--- config.mk ---
export PLATFORM = sky130hd
export DESIGN_NAME = mem_bus_interface
export DESIGN_NICKNAME = d
export VERILOG_FILES = /design/src/rtl/mem_bus_pkg.sv /design/src/rtl/mem_bus_wdog.sv /design/src/rtl/mem_bus_interface.sv
export SDC_FILE = /design/constraint.sdc
export NUM_CORES = 1
export LEC_CHECK = 0
export ABC_AREA = 1
export CELL_PAD_IN_SITES_DETAIL_PLACEMENT = 0
export CELL_PAD_IN_SITES_GLOBAL_PLACEMENT = 1
export CORE_UTILIZATION = 24
export DETAILED_ROUTE_END_ITERATION = 10
export PLACE_DENSITY = 0.83
export SLEW_MARGIN = 0
export SYNTH_ARGS = -nofsm -noshare
export SYNTH_HDL_FRONTEND = slang
export SYNTH_SLANG_ARGS = --single-unit
--- constraint.sdc ---
create_clock -name clk -period 1.65 [get_ports clk]
set_input_delay 0.2475 -clock clk [delete_from_list [all_inputs] [get_ports clk]]
set_output_delay 0.2475 -clock clk [all_outputs]
set_load 0.02 [all_outputs]
--- src/rtl/mem_bus_pkg.sv ---
// Shared definitions for the memory bus sequencer: FSM encoding, access
// direction codes and the default watchdog limit.
package mem_bus_pkg;

    typedef enum logic [1:0] {
        IDLE  = 2'd0,
        ISSUE = 2'd1,
        WAIT  = 2'd2,
        RESP  = 2'd3
    } state_t;

    localparam logic RW_READ  = 1'b0;
    localparam logic RW_WRITE = 1'b1;

    localparam int DEFAULT_TIMEOUT = 15;

endpackage

--- src/rtl/mem_bus_wdog.sv ---
// Bus-cycle watchdog: 8-bit counter cleared when a request is accepted,
// advanced on every stalled bus cycle, flagging the final permitted cycle.
module mem_bus_wdog
    import mem_bus_pkg::*;
#(
    parameter int TIMEOUT = DEFAULT_TIMEOUT
) (
    input  logic clk,
    input  logic rst_n,
    input  logic clr,
    input  logic inc,
    output logic expire
);

    logic [7:0] cnt;

    always_ff @(posedge clk) begin
        if (!rst_n) begin
            cnt <= 8'd0;
        end else if (clr) begin
            cnt <= 8'd0;
        end else if (inc) begin
            cnt <= cnt + 8'd1;
        end
    end

    assign expire = (cnt == 8'(TIMEOUT - 1));

endmodule

--- src/rtl/mem_bus_interface.sv ---
// Single-outstanding load/store bus sequencer with wait-state handling.
// Optional bus-cycle timeout is enabled by defining MEM_BUS_TIMEOUT_EN.
module mem_bus_interface
    import mem_bus_pkg::*;
#(
    parameter int ADDR_W  = 32,
    parameter int DATA_W  = 32,
    parameter int TIMEOUT = DEFAULT_TIMEOUT
) (
    input  logic              clk,
    input  logic              rst_n,
    input  logic              req,
    input  logic              rw,
    input  logic [ADDR_W-1:0] addr,
    input  logic [DATA_W-1:0] wdata,
    output logic              busy,
    output logic              ack,
    output logic [DATA_W-1:0] rdata,
    output logic              err,
    output logic              mem_en,
    output logic              mem_we,
    output logic [ADDR_W-1:0] mem_addr,
    output logic [DATA_W-1:0] mem_wdata,
    input  logic              mem_ready,
    input  logic [DATA_W-1:0] mem_rdata
);

    if (TIMEOUT < 2 || TIMEOUT > 255) begin : g_bad_timeout
        $error("mem_bus_interface: TIMEOUT must lie in 2..255");
    end

    state_t state, next_state;
    logic   bus_active;
    logic   next_active;
    logic   accept;
    logic   expire;

    assign bus_active  = (state == ISSUE) || (state == WAIT);
    assign next_active = (next_state == ISSUE) || (next_state == WAIT);
    assign accept      = (state == IDLE) && req;

`ifdef MEM_BUS_TIMEOUT_EN
    mem_bus_wdog #(
        .TIMEOUT (TIMEOUT)
    ) u_wdog (
        .clk    (clk),
        .rst_n  (rst_n),
        .clr    (accept),
        .inc    (bus_active && !mem_ready),
        .expire (expire)
    );

    // err marks an abort: the final permitted cycle passed without mem_ready
    always_ff @(posedge clk) begin
        if (!rst_n) begin
            err <= 1'b0;
        end else begin
            err <= bus_active && !mem_ready && expire;
        end
    end
`else
    assign expire = 1'b0;
    assign err    = 1'b0;
`endif

    always_comb begin
        next_state = state;
        case (state)
            IDLE:        if (req) next_state = ISSUE;
            ISSUE, WAIT: begin
                if (mem_ready || expire) next_state = RESP;
                else                     next_state = WAIT;
            end
            RESP:        next_state = IDLE;
            default:     next_state = IDLE;
        endcase
    end

    // Outputs are decoded from next_state so they line up with the state they describe
    always_ff @(posedge clk) begin
        if (!rst_n) begin
            state     <= IDLE;
            busy      <= 1'b0;
            ack       <= 1'b0;
            mem_en    <= 1'b0;
            mem_we    <= 1'b0;
            mem_addr  <= '0;
            mem_wdata <= '0;
            rdata     <= '0;
        end else begin
            state  <= next_state;
            busy   <= (next_state != IDLE);
            ack    <= (next_state == RESP);
            mem_en <= next_active;

            if (accept) begin
                mem_we    <= (rw == RW_WRITE);
                mem_addr  <= addr & ~ADDR_W'(3);
                mem_wdata <= wdata;
            end else if (!next_active) begin
                mem_we <= 1'b0;
            end

            if (bus_active && mem_ready && (mem_we == RW_READ)) begin
                rdata <= mem_rdata;
            end
        end
    end

endmodule

==> impl_results.md <==
- Clock Sinks: 100
- Dpl hpwl: just under 7000 um
- # setup viols final: 0
- Root buf cell: clkbuf_16
- Peak supply drop: 619 uV
- Final min period: between 1500 and 2000 ps
- Biggest cell delay along the critical path: ~640 ps
- Kind of critical path: reg -> out
- Yosys cell types: 17
- Diode count: 0
- Buf+Inv Stages, Crit Path: 1
- Largest net degree at the start of global routing: a little under 100
- Drt pass-1 iters: 4
- Hold Path Class: in -> reg
- Pwr Density: around 1800 nW/um^2
- Final worst-path cycle share: a little over nine tenths
- Fin nets: 800
- Initial antenna violation count: 1
- Max cap viols: 0
- Largest family of logic cells by synthesized area: simple AND/OR/NAND/NOR gates
- Num CTS Buffers: 9
- Gr usage total: 13.0%
- Simple logic cell fraction of the synthesized area: between 20 and 30%
- Post-CTS setup repair buffer count: 0
- Post-Syn Instances: 508
- Required @ worst endpoint: between 1000 and 1500 ps
- Layout area overhead: 64.7%
- Xor and xnor area share after synthesis: 0%
- Hold Vio Cnt, Final: 0
- Status: finished clean
- Clock skew: between 5 and 6 ps
- Clock Path Buffers: 2
- Synth Area in Compound Gates: around 8.6%
- GPL Wtd Cong: about 0.7
- Crit end category: output pin
- # DRC: 0
- Worst hold slack: around 390 ps
- RSZ-0062 raised after global routing: no
- Initial Util: about a quarter
- Slowest CP cell: clkdlybuf4s50_1
- First-pass GRT wire length: roughly 16000 um
- Top delay family on crit path: buffers and inverters
- Vias per std cell: 3.98
- Mapped Avg Cell Area: between 7 and 8 sq um
- H-Tree Depth: 3
- Global route total overflow: 0
- Clock tree from TritonCTS: built
- Startpoint types: register
- Reg clk slew, reported paths: 70 ps
- Crit-path cells: clkdlybuf4s50_1
- Worst-path fanout max: 2
- Yosys reg bits: 100
- Synth warnings: 0
- PortBufs: about 200
- Routed wire length: about 10000 um
- Mux cell area share after synthesis: 0%
- Final ANT Viol Nets: 0
- Share of post-route cells with drive strength above 1: under 10%
- Cts-stage hold buffer count: 0
- DRT iter0 DRCs: between 100 and 150
- Die width: between 100 and 150 um
- Synthesized area: approximately 3700 sq um
- Arrival time worst endpoint: ~1400 ps
- Post-Synth Adder-Cell Area: approximately 1.3%
- Filler cells: between 1500 and 2000
- Setup TNS: 0 ps
- Row count: 45
- Die Y: approximately 130 um
- Core area: about 15000 sq um
- Vias in the first global route: 3256
- Final Slew Violations: 0
- # resized after CTS: 0
- Leak: about 2.7 nW
- Fmax: 624 MHz
- Die area: ~16000 sq um
- Clk_lat worst skew: 340 ps
- Seq/Total Area, Yosys: around 54%
- DR WL/cell: about 11 um
- # IOs: 202
- Total number of vias: 3536
-- cell usage in the layout, fill, tap and decap left out, drive strengths merged --
cell type,instances
clkdlybuf4s50,194
nor2,191
dfxtp,100
nand2,71
o21ai,63
inv,43
clkbuf,11
buf,11
ha,4
clkinv,4
conb,3
nand3,2
a21oi,1
clkinvlp,1
dlymetal6s2s,1
-- worst paths after layout --
path / slack (ps) / to / start / cells past startpoint
worst min-delay path: 390 / mem_wdata[3] / rst_n / 4
worst max-delay path: 50 / mem_wdata[4] / mem_wdata[4] / 1
worst min register to register: 480 / mem_addr[12] / mem_addr[12] / 2
worst max register to register: 120 / mem_we / state[0] / 8
-- through the flow --
step / setup WS (ps) / cell area [sq um] / utilization [%] / cells / power, mW
finish: 48.1 / 6160 / 40.5 / 888 / 11.0
global route: 6.19 / 6160 / 40.5 / 888 / 11.9
CTS: 16.9 / 6150 / 40.5 / 888 / 11.2
detailed placement: 10.1 / 5880 / 38.7 / 872 / 9.15
global placement: 27.0 / 5880 / 38.7 / 872 / 9.14
floorplan: 52.6 / 3750 / - / 510 / 6.76
-- flip-flops by register name (all words and copies together) (netlist names) --
register,cells
state,2
busy,1
rdata,32
mem_addr,30
mem_we,1
ack,1
mem_wdata,32
mem_en,1
-- Yosys cell counts, drive strengths merged --
cell type  instances  share of area [%]
buf               20                3.9
ha                 4                1.3
o21ai             63                8.4
inv               43                4.3
conb               1               0.10
dfxtp            100                 54
a21oi              1               0.13
nor2             191                 19
nand2             71                7.2
clkbuf            12                1.2
nand3              2               0.60
-- cells by family after synthesis --
logic type | after synthesis
AO/OA/AOI/OAI | 64
adder cells (fa/ha/maj) | 4
buffers and inverters | 75
flip-flops | 100
other | 1
AND/OR/NAND/NOR | 264
-- where the power goes --
part           internal (mW)  switching (mW)
combinational           2.46            2.92
sequential              3.26           0.390
clock                   1.05           0.909
total                   6.77            4.22
-- metal layers --
layer  routed length (um)  global-route usage (%)  vias to the layer above
met5                   11                       0                        -
met1                 4650                    15.6                     1490
li1                     -                       -                     1893
met2                 4210                    19.7                      138
met4                  203                    6.72                        2
met3                 1020                    5.65                       13
-- cell type report --
type	count	area, sq um	area share [%]
Clock buffer	11	243	3.94
Multi-Input combinational cell	335	1390	22.6
Sequential cell	100	2000	32.5
Timing Repair Buffer	206	2100	34.1
Inverter	43	161	2.62
Tap cell	188	235	3.82
Clock inverter	5	27.5	0.447
Power figures use the tool's default switching activity.
